===== src/rtl/irq_ctrl.sv =====
// Interrupt controller: per-source edge/level latching, masking, priority vector and CPU irq.
// Optional IRQ_SYNC_EN adds a 2-flop synchroniser on every src line.
module irq_ctrl #(
  parameter int unsigned NSRC = 8
) (
  input  logic            clk,
  input  logic            rst,
  input  logic [3:0]      AD,
  input  logic [7:0]      DI,
  output logic [7:0]      DO,
  input  logic            rw,
  input  logic            cs,
  input  logic [NSRC-1:0] src,
  output logic            irq
);

  logic [NSRC-1:0] s;
  logic [NSRC-1:0] src_prev_q;
  logic [NSRC-1:0] mask_q, mode_q, pending_q, pending_d;
  logic [NSRC-1:0] active, rise, clr, ack, mode_n;
  logic [7:0]      vec, rdata;
  logic [2:0]      idx;
  logic            found, wr, rd;

`ifdef IRQ_SYNC_EN
  logic [NSRC-1:0] sync1_q, sync2_q;

  always_ff @(posedge clk) begin
    if (rst) begin
      sync1_q <= '0;
      sync2_q <= '0;
    end else begin
      sync1_q <= src;
      sync2_q <= sync1_q;
    end
  end

  assign s = sync2_q;
`else
  assign s = src;
`endif

  function automatic logic [7:0] ext(input logic [NSRC-1:0] v);
    logic [7:0] r;
    r = '0;
    for (int i = 0; i < int'(NSRC); i++) r[i] = v[i];
    return r;
  endfunction

  assign wr     = cs & ~rw;
  assign rd     = cs & rw;
  assign active = pending_q & mask_q;
  assign rise   = s & ~src_prev_q;

  // Scan from the top down so the lowest active index ends up selected.
  always_comb begin
    found = 1'b0;
    idx   = '0;
    ack   = '0;
    for (int i = int'(NSRC) - 1; i >= 0; i--) begin
      if (active[i]) begin
        found  = 1'b1;
        idx    = i[2:0];
        ack    = '0;
        ack[i] = 1'b1;
      end
    end
    vec = found ? {5'b0, idx} : 8'h80;
  end

  always_comb begin
    clr = '0;
    if (rd && AD == 4'h3) clr = ack;
    if (wr && AD == 4'h0) clr = clr | DI[NSRC-1:0];
    mode_n = (wr && AD == 4'h2) ? DI[NSRC-1:0] : mode_q;
    pending_d = '0;
    for (int i = 0; i < int'(NSRC); i++) begin
      if (!mode_q[i]) begin
        // A bit switching into edge mode starts with an empty latch.
        pending_d[i] = mode_n[i] ? 1'b0 : s[i];
      end else begin
        pending_d[i] = (pending_q[i] & ~clr[i]) | rise[i];
      end
    end
  end

  always_comb begin
    unique case (AD)
      4'h0:    rdata = ext(active);
      4'h1:    rdata = ext(mask_q);
      4'h2:    rdata = ext(mode_q);
      4'h3:    rdata = vec;
      4'h4:    rdata = ext(s);
      default: rdata = 8'h00;
    endcase
  end

  always_ff @(posedge clk) begin
    src_prev_q <= s;
    if (rst) begin
      DO        <= 8'h00;
      irq       <= 1'b0;
      mask_q    <= '0;
      mode_q    <= '0;
      pending_q <= '0;
    end else begin
      pending_q <= pending_d;
      mode_q    <= mode_n;
      irq       <= |active;
      if (wr && AD == 4'h1) mask_q <= DI[NSRC-1:0];
      if (rd) DO <= rdata;
    end
  end

endmodule


===== config.mk =====
export PLATFORM = sky130hd
export DESIGN_NAME = irq_ctrl
export DESIGN_NICKNAME = d
export VERILOG_FILES = /design/src/rtl/irq_ctrl.sv
export SDC_FILE = /design/constraint.sdc
export NUM_CORES = 1
export LEC_CHECK = 0
export ABC_AREA = 1
export BUFFER_PORTS_ARGS = -buffer_cell sky130_fd_sc_hd__buf_4
export CAP_MARGIN = 0
export CORE_MARGIN = 2
export CORE_UTILIZATION = 55
export DETAILED_ROUTE_END_ITERATION = 10
export PLACE_DENSITY_LB_ADDON = 0.08
export SETUP_SLACK_MARGIN = 0.3
export SYNTH_ARGS = -nofsm -noshare
export SYNTH_HDL_FRONTEND = slang
export SYNTH_SLANG_ARGS = --single-unit

===== constraint.sdc =====
create_clock -name clk -period 1.6 [get_ports clk]
set_input_delay 0.24 -clock clk [delete_from_list [all_inputs] [get_ports clk]]
set_output_delay 0.24 -clock clk [all_outputs]
set_load 0.03 [all_outputs]

# --- Word level (Yosys, flattened, before mapping) ---
# Cells that the tools add are included.
op_classes:
  bitwise_logic: 31
  mux: 45
  n_reduce_logical: 6
  eq_ne: 4
op_table:
  columns: ["operator", "n"]
  rows:
  - ["two-way mux 8 bit", 12]
  - ["one-hot mux 8 bit (5 select lines)", 1]
  - ["two-way mux 1 bit", 24]
  - ["two-way mux 3 bit", 8]
  - ["AND 8 bit", 2]
  - ["AND 1 bit", 10]
  - ["inverter 1 bit", 9]
  - ["equality test 4 x 2 -> 1 bit (second input constant)", 2]
  - ["inverter 8 bit", 1]
  - ["bitwise OR 1 bit", 8]
  - ["bitwise OR 8 bit", 1]
  - ["OR reduction 8 bit", 1]
  - ["equality test 4 x 1 -> 1 bit (second input constant)", 1]
  - ["equality test 4 x 3 -> 1 bit (second input constant)", 1]
  - ["logical AND 1 bit", 4]
  - ["logical NOT 4 bit", 1]
word_totals:
  wordCells: 92
  inputBits: 24
  ff_bits: 41
  output_inout_bits: 9

# --- Logic depth before layout (Yosys ltp) ---
depth:
  word_depth: 16
  mapped_depth: 10
  depth_no_buf: 10

# --- Worst setup path before layout ---
# No wires, ideal clock.
synth_path:
  kind: "input-to-reg"
  startpoint: "input AD[3]"
  endpoint: "register pending_q[4]"
  t_required_ns: 1.491
  stages: 9
  n_path_buf: 1
  setup_ns: 0.109
  arrival_ns: 1.092
  path_slack_ns: 0.399
  path_cell_list: "nor2_4 nand3_4 nor2_4 inv_2 buf_6 o21ai_1 a21oi_1 nand2_1 inv_1"
synth_between:
  elab_chain_len: 9
  elab_cells_between_ends: 15
  cone_classes: "eq/ne (2); mux (5); bitwise (4); reduce/logical (4)"
synth_lines:
  columns: ["element", "line", "rtl"]
  rows:
  - ["from (decl)", "8", "input logic [3:0] AD,"]
  - ["equality test 4 x 2 -> 1 bit", "73", "if (rd && AD == 4'h3) clr = ack;"]
  - ["logical AND 1 bit", "73", null]
  - ["two-way mux 8 bit", "73", null]
  - ["bitwise OR 8 bit", "74", "if (wr && AD == 4'h0) clr = clr | DI[NSRC-1:0];"]
  - ["two-way mux 8 bit", "74", null]
  - ["inverter 1 bit", "82", "pending_d[i] = (pending_q[i] & ~clr[i]) | rise[i];"]
  - ["AND 1 bit", "82", null]
  - ["bitwise OR 1 bit", "82", null]
  - ["two-way mux 1 bit (*)", "78", "if (!mode_q[i]) begin"]
  - ["to (signal assigned)", "107", "pending_q <= pending_d;"]
  - ["to (decl)", "19", "logic [NSRC-1:0] mask_q, mode_q, pending_q, pending_d;"]
# Every way passes the cells marked *; elsewhere a longest branch is shown, timed or not.
# A chain may end at the register's enable or synchronous reset.

# --- Worst setup path after layout ---
layout_path:
  startpoint: "register mask_q[0]"
  endpoint: "register DO[0]"
layout_between:
  elab_chain_len: 4
  elab_cells_between_ends: 5
  cone_classes: "mux (4); bitwise (1)"
layout_lines:
  columns: ["element", "line", "rtl"]
  rows:
  - ["from (decl)", "19", null]
  - ["from (signal assigned)", "110", "if (wr && AD == 4'h1) mask_q <= DI[NSRC-1:0];"]
  - ["AND 8 bit", "52", "assign active = pending_q & mask_q;"]
  - ["two-way mux 3 bit / two-way mux 1 bit (equally long branches)", "61", "if (active[i]) begin"]
  - ["two-way mux 8 bit", "68", "vec = found ? {5'b0, idx} : 8'h80;"]
  - ["one-hot mux 8 bit (5 select lines) (*)", "88", "unique case (AD)"]
  - ["to (signal assigned)", "111", "if (rd) DO <= rdata;"]
  - ["to (decl)", "10", "output logic [7:0] DO,"]
# Marked as above.

==> metrics.md <==
| Metric | Value |
|---|---|
| Worst-path clk slew | `0.11 ns` |
| Status | `complete, no violations` |
| F_max | `788 MHz` |
| Post-DP HPWL | `just under 4000 µm` |
| Total grt overflow | `0` |
| Vias | `2,097` |
| # fillers | `about 280` |
| Initial DRT Pass Iterations | `4` |
| First-pass GRT wire length | `9180 µm` |
| Starting Density | `58.5%` |
| Initial antenna violation count | `0` |
| Total CTS buffers | `5` |
| Fin util | `around 76%` |
| Final hold violation count | `0` |
| Core box area | `3390 µm²` |
| Total Power | `0.00193 W` |
| RSZ-0062 raised after global routing | `true` |
| Die Span X | `about 64 µm` |
| Critical Setup Path Class | `reg2reg` |
| Max-slew violations | `0` |
| DRT Wirelength | `roughly 5600 µm` |
| Max-Cap Viols | `0` |
| Initial DRC Count | `194` |
| Row cnt | `21` |
| Die height | `64.1 µm` |
| Yosys Warn Count | `0` |
| Post-synth net total | `317` |
| Number of global-route vias before repair | `2,007` |
| Leak | `1.18 nW` |
| PwrDens | `751 nW/µm²` |
| CP required | `around 1.9 ns` |
| Fin crit period | `1.27 ns` |
| Seq/Total Area, Yosys | `41.4%` |
| Crit path launch type | `flip-flop` |
| H-tree Lvls | `2` |
| CTS root buf | `clkbuf_4` |
| CTS Buffer Depth | `2` |
| Die area | `4100 µm²` |
| Most frequent cells in the layout | `59 x nand2_1, 43 x buf_4, 39 x inv_1` |
| Vias per cell | `5.38` |
| Synth top area share | `between 40% and 50%` |
| Distinct cell type count after synthesis | `23` |
| Data arrival, critical path | `1.58 ns` |
| Syn Area/Cell | `6.77 µm²` |
| Port buffer count | `32` |
| Cells after synthesis | `293` |
| Setup violations, final | `0` |
| Antenna diodes | `0` |
| Tightest Pin Transition | `0.426 ns` |
| Post-synth top area cell | `dfxtp_1` |
| Max Fanout on Critical Path | `4` |
| Cell area after synthesis | `1980 µm²` |
| Number of I/O pins | `33` |
| Final #Nets | `368` |
| CTS tree | `done` |
| Clock Latency Late Sink | `0.36 ns` |
| Commonest non-fill, non-tap cell in the layout | `nand2_1` |
| Drt wl/cell | `14.4 µm` |
| Tcrit/Tclk final | `about four fifths` |
| Area contributors post-synth | `dfxtp_1 41%, nand2_1 13%, a21oi_1 8.6%` |
| HP Class | `in2reg` |
| Layout cell share with drive strength beyond 1 | `between 20% and 30%` |
| Clk sink count | `41` |
| P&R area growth vs syn | `29.4%` |
| Worst setup EP type | `flip-flop` |
| Area of the multi-input gates | `1050 µm²` |
| Largest net degree at the start of global routing | `22` |
| Drt drc | `0` |
| Register area | `roughly 840 µm²` |
| Hold WS | `0.00777 ns` |
| Max Clock Skew | `0.00970 ns` |
| GRT Util Overall | `29.1%` |
| Flops & latches, synth | `between 40 and 50` |
| Placer Congestion | `0.929` |
| DRT antenna net count | `0` |
| VDD IR-drop max | `507 µV` |
| Headroom to the max-slew limit | `a little under three quarters` |
-- through the flow --
step	TNS (ns)	instance area, µm²	std cells	setup slack (ns)
final	0	2570	390	0.330
after global routing	0	2570	390	0.246
after CTS	0	2430	383	0.299
after detailed placement	-0.0256	2290	370	-0.0256
after global placement	-0.0280	2290	370	-0.0280
after floorplan	0	1980	293	0.399
-- critical path, cell delays in order (launching register included) --
cell	delay, ns
dfxtp_1	0.40
nand2_4	0.08
nand2_2	0.10
nor2_2	0.04
buf_4	0.14
a21oi_1	0.13
nand2_1	0.06
nand2_1	0.07
nand2_1	0.07
a21oi_2	0.13
-- synthesized netlist by cell type --
cell,n
nand2_2,1
buf_2,3
dfxtp_1,41
a21oi_1,34
nor2_1,31
nand3_4,1
o21ai_1,2
nor2_2,4
o211ai_1,4
nor3_1,2
o22ai_1,2
buf_6,1
a21boi_0,2
clkbuf_1,2
o21ai_0,22
a211oi_1,3
nand3_1,17
inv_2,2
nand2_1,70
nor2_4,2
o21ai_4,1
nand4_1,7
inv_1,39
-- what timing repair did --
action | in CTS | in global routing
pin swaps | 1 | 5
endpoints found under the setup margin | 3 | 8
hold endpoints to repair | 6 | 1
setup buffers | 0 | 6
resized for setup | 5 | 31
hold buffers | 6 | 1
-- report_power, final --
| part | total (W) | internal, W | switching, W |
|---|---|---|---|
| combinational | 0.000210 | 0.0000888 | 0.000121 |
| clock | 0.000651 | 0.000318 | 0.000333 |
| sequential | 0.00107 | 0.00105 | 0.0000183 |
| total | 0.00193 | 0.00146 | 0.000472 |
-- metal layers --
layer / share of wire [%] / up-vias / global-route usage, %
met4: 1.9 / 0 / 11.1
li1: - / 1060 / -
met3: 8.8 / 10 / 5.28
met5: 0 / - / 0
met1: 42 / 942 / 36.2
met2: 47 / 85 / 49.9
-- state kept, by name, indices dropped and copies added (netlist names) --
register,count
mode_q,8
mask_q,8
irq,1
pending_q,8
DO,8
src_prev_q,8
-- logic make-up (layout without fill, tap and decap cells) --
kind of cell | count (synthesis) | count (layout) | synth area share [%]
buffers and inverters | 47 | 98 | 9.46
AOI/OAI and AO/OA | 70 | 70 | 19.5
and+or+nand+nor | 135 | 135 | 29.7
DFF | 41 | 41 | 41.4
-- final timing paths --
kind,startpoint,endpoint,slack (ns),depth (start not counted)
worst min register to register,DO[3],DO[3],0.47,2
worst max-delay path,mask_q[0],DO[0],0.33,9
worst min-delay path,src[2],src_prev_q[2],0.008,1
worst max register to register,mask_q[0],DO[0],0.33,9
-- layout make-up --
| type | instances | area share [%] |
|---|---|---|
| Clock inverter | 2 | 1.36 |
| Tap cell | 46 | 2.24 |
| Multi-Input combinational cell | 205 | 41.0 |
| Clock buffer | 5 | 1.46 |
| Sequential cell | 41 | 32.5 |
| Timing Repair Buffer | 50 | 15.3 |
| Inverter | 41 | 6.09 |
(Power assumes the default switching activity.)
